`config.mk`:
```
export PLATFORM = sky130hd
export DESIGN_NAME = vga_scan_engine
export DESIGN_NICKNAME = d
export VERILOG_FILES = /design/src/rtl/vga_scan_engine.sv
export SDC_FILE = /design/constraint.sdc
export NUM_CORES = 1
export LEC_CHECK = 0
export CORE_MARGIN = 3
export CORE_UTILIZATION = 35
export CTS_CLUSTER_DIAMETER = 60
export CTS_CLUSTER_SIZE = 14
export DETAILED_ROUTE_END_ITERATION = 10
export PLACE_DENSITY = 0.58
export SYNTH_ARGS = -nofsm -noshare
export SYNTH_HDL_FRONTEND = slang
export SYNTH_SLANG_ARGS = --single-unit
```
`constraint.sdc`:
```
create_clock -name clk -period 3.34 [get_ports clk]
set_input_delay 0.668 -clock clk [delete_from_list [all_inputs] [get_ports clk]]
set_output_delay 0.668 -clock clk [all_outputs]
set_load 0.005 [all_outputs]
```
`src/rtl/vga_scan_engine.sv`:
```
// Parametrised VGA scan/timing engine: pixel clock-enable divider, h/v counters, frame-buffer read addressing.
// Pins lag the counters by MEM_LAT+1 pixel ticks so that sync, blank and returned pixel data line up.
module vga_scan_engine #(
  parameter int COLOR_W  = 8,
  parameter int H_ACTIVE = 640,
  parameter int H_FP     = 16,
  parameter int H_SYNC   = 96,
  parameter int H_BP     = 48,
  parameter int V_ACTIVE = 480,
  parameter int V_FP     = 10,
  parameter int V_SYNC   = 2,
  parameter int V_BP     = 33,
  parameter int HS_POL   = 0,
  parameter int VS_POL   = 0,
  parameter int CLK_DIV  = 2,
  parameter int MEM_LAT  = 1,
  parameter int ADDR_W   = 19
) (
  input  logic               clk,
  input  logic               rst,
  input  logic               en,
  input  logic [COLOR_W-1:0] pix_r,
  input  logic [COLOR_W-1:0] pix_g,
  input  logic [COLOR_W-1:0] pix_b,
  output logic               pix_ce,
  output logic               rd_en,
  output logic [ADDR_W-1:0]  rd_addr,
  output logic               h_sync,
  output logic               v_sync,
  output logic               blank_n,
  output logic               sync_n,
  output logic [COLOR_W-1:0] r,
  output logic [COLOR_W-1:0] g,
  output logic [COLOR_W-1:0] b,
  output logic               frame_start
);

  localparam int H_TOT = H_ACTIVE + H_FP + H_SYNC + H_BP;
  localparam int V_TOT = V_ACTIVE + V_FP + V_SYNC + V_BP;
  // One spare bit so the sync end bound never aliases when the back porch is zero.
  localparam int HW = $clog2(H_TOT + 1);
  localparam int VW = $clog2(V_TOT + 1);
  localparam int DW = (CLK_DIV > 1) ? $clog2(CLK_DIV) : 1;

  localparam logic [DW-1:0] DIV_MAX = DW'(CLK_DIV - 1);
  localparam logic [HW-1:0] H_LAST  = HW'(H_TOT - 1);
  localparam logic [HW-1:0] H_ACT   = HW'(H_ACTIVE);
  localparam logic [HW-1:0] HS_BEG  = HW'(H_ACTIVE + H_FP);
  localparam logic [HW-1:0] HS_END  = HW'(H_ACTIVE + H_FP + H_SYNC);
  localparam logic [VW-1:0] V_LAST  = VW'(V_TOT - 1);
  localparam logic [VW-1:0] V_ACT   = VW'(V_ACTIVE);
  localparam logic [VW-1:0] VS_BEG  = VW'(V_ACTIVE + V_FP);
  localparam logic [VW-1:0] VS_END  = VW'(V_ACTIVE + V_FP + V_SYNC);
  localparam logic          HS_ON   = 1'(HS_POL);
  localparam logic          VS_ON   = 1'(VS_POL);

  logic [DW-1:0]           div_cnt;
  logic [HW-1:0]           h_cnt;
  logic [VW-1:0]           v_cnt;
  logic [MEM_LAT-1:0][2:0] pipe;
  logic                    act_q;
  logic                    hs_q;
  logic                    vs_q;
  logic                    h_last;
  logic                    v_last;
  logic                    frame_wrap;
  logic                    raw_act;
  logic                    raw_hs;
  logic                    raw_vs;

  // Gating with rst keeps the strobes quiet while reset is held with en=1.
  assign pix_ce      = rst && en && (div_cnt == DIV_MAX);
  assign h_last      = (h_cnt == H_LAST);
  assign v_last      = (v_cnt == V_LAST);
  assign frame_wrap  = h_last && v_last;
  assign raw_act     = (h_cnt < H_ACT) && (v_cnt < V_ACT);
  assign raw_hs      = (h_cnt >= HS_BEG) && (h_cnt < HS_END);
  assign raw_vs      = (v_cnt >= VS_BEG) && (v_cnt < VS_END);
  assign rd_en       = rst && en && raw_act;
  assign frame_start = pix_ce && frame_wrap;
  assign h_sync      = hs_q ? HS_ON : ~HS_ON;
  assign v_sync      = vs_q ? VS_ON : ~VS_ON;
  assign blank_n     = act_q;
  assign sync_n      = 1'b0;

  always_ff @(posedge clk or negedge rst) begin
    if (!rst) begin
      div_cnt <= '0;
    end else if (!en || div_cnt == DIV_MAX) begin
      div_cnt <= '0;
    end else begin
      div_cnt <= div_cnt + DW'(1);
    end
  end

  always_ff @(posedge clk or negedge rst) begin
    if (!rst) begin
      h_cnt <= '0;
      v_cnt <= '0;
    end else if (!en) begin
      h_cnt <= '0;
      v_cnt <= '0;
    end else if (pix_ce) begin
      if (h_last) begin
        h_cnt <= '0;
        v_cnt <= v_last ? '0 : v_cnt + VW'(1);
      end else begin
        h_cnt <= h_cnt + HW'(1);
      end
    end
  end

  // Linear address of the pixel currently being fetched; parked past the last pixel until the frame wraps.
  always_ff @(posedge clk or negedge rst) begin
    if (!rst) begin
      rd_addr <= '0;
    end else if (!en) begin
      rd_addr <= '0;
    end else if (pix_ce) begin
      if (frame_wrap) begin
        rd_addr <= '0;
      end else if (raw_act) begin
        rd_addr <= rd_addr + ADDR_W'(1);
      end
    end
  end

  // Timing flags ride MEM_LAT ticks to meet the returned data, then one output register stage.
  always_ff @(posedge clk or negedge rst) begin
    if (!rst) begin
      pipe  <= '0;
      act_q <= 1'b0;
      hs_q  <= 1'b0;
      vs_q  <= 1'b0;
      r     <= '0;
      g     <= '0;
      b     <= '0;
    end else if (!en) begin
      pipe  <= '0;
      act_q <= 1'b0;
      hs_q  <= 1'b0;
      vs_q  <= 1'b0;
      r     <= '0;
      g     <= '0;
      b     <= '0;
    end else if (pix_ce) begin
      for (int i = MEM_LAT - 1; i > 0; i--) begin
        pipe[i] <= pipe[i-1];
      end
      pipe[0] <= {raw_act, raw_hs, raw_vs};
      act_q   <= pipe[MEM_LAT-1][2];
      hs_q    <= pipe[MEM_LAT-1][1];
      vs_q    <= pipe[MEM_LAT-1][0];
      r       <= pipe[MEM_LAT-1][2] ? pix_r : '0;
      g       <= pipe[MEM_LAT-1][2] ? pix_g : '0;
      b       <= pipe[MEM_LAT-1][2] ? pix_b : '0;
    end
  end

endmodule

```
==> summary.md <==
| Metric | Value |
|---|---|
| Status | complete, no violations |
| Antenna violation net count after detailed routing | 0 |
| Post-synthesis sequential area ratio | 0.5060 |
| Starting DRT DRC Count | roughly 150 |
| Hold slack | 0.1795 ns |
| CTS Buf Count | 9 |
| Initial antenna violation count | 0 |
| Tcrit/Tclk final | 0.8583 |
| Synth Area in Compound Gates | 0.1742 |
| Pwr Density | approximately 360 mW/mm^2 |
| First-pass GRT wire length | about 14000 um |
| Number of global-route vias before repair | roughly 2800 |
| Post-synth cell types | 53 |
| Area share of fa/ha/maj cells after synthesis | 0.01807 |
| CTS max path bufs | 2 |
| Nets | approximately 450 |
| Pin count of the biggest net entering global routing | 62 |
| Syn_nets | between 300 and 400 |
| Num rows | 35 |
| CTS root buffer | clkbuf_8 |
| Endpoints failing hold | 0 |
| Final worst path period need | 2.867 ns |
| P_leak | 1.923 nW |
| Max_cap viols | 0 |
| # H-tree levels | 3 |
| Mapped Cells | 340 |
| Clock slew at reported path FFs | about 0.09 ns |
| CORE AREA | 0.009415 mm^2 |
| Post-Syn Area | ~0.0035 mm^2 |
| # setup viols final | 0 |
| Crit path max fanout | 7 |
| Share of the synthesized area in the top cell type | 0.5060 |
| Syn Area/Cell | between 10 and 15 um^2 |
| Unrepaired setup endpoints after global routing | false |
| Initial Utilization | 0.3677 |
| Predominant post-synthesis flop cell | dfrtp_1 |
| WP data required | about 2.7 ns |
| Crit path kind | flop to output pin |
| Commonest cells in the netlist | 70 x dfrtp_1, 39 x nand2_1, 25 x a22o_1, 19 x nor2_1, 16 x nand3_1 |
| Crit start category | flop |
| Buffer count from post-CTS setup fixing | 0 |
| Die W | between 100 and 150 um |
| Drt first pass iters | 4 |
| Gr usage total | 0.1550 |
| IO Port Bufs | 75 |
| Total gr overflow | 0 |
| Worst slack at placement | ~0.50 ns |
| Worst-margin pin slew | ~0.91 ns |
| Vias/cell | ~5.2 |
| Setup TNS | 0 ns |
| Synth area leader | dfrtp_1 |
| Drt drc | 0 |
| Post-cts resize count | 0 |
| FFs w/ async S/R, synth | 1.000 |
| Max incr delay on CP | between 0.5 and 0.6 ns |
| Critical-path top delay cell | clkdlybuf4s50_1 |
| Fmax | about 350 MHz |
| Hold crit path type | input port to asynchronous set/reset pin |
| Routed via count | ~2900 |
| Synth Warn # | 0 |
| Total routed wirelength | around 8400 um |
| Worst vdd ir | 0.1607 mV |
| Clock skew | ~0.017 ns |
| Clock Sinks | 70 |
| Area delta synth->final | 30.83% |
| Seq cells post-synth | 70 |
| Latest clock arrival within the worst-skew pair | 0.35 ns |
| Worst-path cell chain | ha_1 > nand3_2 > nor3_4 > nand2_1 > nor2_1 > clkdlybuf4s50_1 |
| CP bufs+invs | 1 |
| CP Capture Type | output pin |
| Most numerous cell in the Yosys netlist | dfrtp_1 |
| Slew HR | 0.3939 |
| Wire per inst | 15.20 um |
| Final core utilization | 0.4811 |
| Fraction of layout cells with a size suffix above 1 | 0.09501 |
| CTS tree | done |
| Slew Limit Fails | 0 |
| Die Y | approximately 110 um |
| Largest cells by area after synthesis | dfrtp_1 51%, a22o_1 6.3%, nand2_1 4.2%, a31oi_1 2.7%, nand3_1 2.3% |
| ANT cells | 0 |
| Crit path arrival time | 2.20 ns |
| Die area | 0.01112 mm^2 |
| RD Place Congestion | ~0.80 |
| Detailed placer's ending HPWL | around 5800 um |
| Largest family of logic cells by synthesized area | simple AND/OR/NAND/NOR gates |
| XOR/XNOR Fraction of Synth Area | 0.03036 |
| Simple-gate share of the synthesized area | 0.2226 |
| Setup WS post-layout | around 0.47 ns |
| Hold buffers post-CTS | 0 |
| # IOs | a little under 80 |
| Crit path max-delay family | simple AND/OR/NAND/NOR gates |
| Post-synthesis mux area share | 0.009035 |
| Number of synthesized flops with an enable pin | 0 |
| Fill cells | between 800 and 900 |
worst paths after layout:
| path | from | end | slack (ns) | depth (start not counted) |
|---|---|---|---|---|
| worst max-delay path | h_cnt[0] | frame_start | 0.47 | 6 |
| worst min-delay path | rst | h_cnt[8] | 0.18 | 1 |
| worst max register to register | v_cnt[1] | rd_addr[8] | 1.25 | 7 |
| worst min register to register | pipe[2] | pipe[2] | 0.48 | 1 |
| max in group asynchronous | rst | rd_addr[11] | 2.08 | 2 |
| min in group clk | pipe[2] | pipe[2] | 0.48 | 1 |
logic make-up after synthesis:
logic type / Yosys count
buffers and inverters: 30
muxes: 3
AOI/OAI and AO/OA: 82
other: 1
DFF: 70
adders and majority gates: 5
and+or+nand+nor: 137
xor gates and xnor gates: 12
per-layer routing:
layer	track usage	routed length (um)	up-vias
met5	0	0	-
met4	0.04592	89	0
met3	0.03674	367	12
met2	0.2291	3775	67
met1	0.2250	4130	1385
li1	-	-	1387
through the flow:
| stage | power, mW | instances | cell area (um^2) |
|---|---|---|---|
| final | 1.636 | 550 | 4529 |
| after global routing | 1.711 | 550 | 4529 |
| after CTS | 1.658 | 550 | 4529 |
| after detailed placement | 0.9960 | 534 | 4344 |
| after global placement | 0.9956 | 534 | 4344 |
| after floorplan | 0.9200 | 340 | 3462 |
area by class of cell:
cell class	count	area, um^2	share of cell area
clock buffer	9	123.9	0.02735
tap	129	161.4	0.03564
multi-input combinational	240	1577	0.3481
clock inverter	7	61.31	0.01354
timing repair buffer	84	813.3	0.1796
inverter	11	41.29	0.009116
sequential	70	1752	0.3867
state kept, by name, summed over array words and instances (netlist names), 3 cells and up:
name / flops
g: 8
r: 8
h_cnt: 10
v_cnt: 10
rd_addr: 19
pipe: 3
b: 8
where the power goes:
| group | total, mW | switching (mW) | internal, mW |
|---|---|---|---|
| Sequential | 0.859 | 0.00564 | 0.854 |
| Clock | 0.658 | 0.373 | 0.285 |
| Combinational | 0.118 | 0.0644 | 0.0539 |
cells in the final DEF (no fill, tap or decap), types with 8 or more instances in the layout:
cell	n
clkdlybuf4s50_1	74
dfrtp_1	70
nand2_1	39
a22o_1	25
nor2_1	19
nand3_1	16
a31oi_1	15
a21oi_1	13
nand4_1	11
inv_1	10
and2_1	10
xor2_1	9
clkbuf_8	9
buf_4	9
o21ai_0	8
No activity file was read; power rests on OpenSTA's default activity.
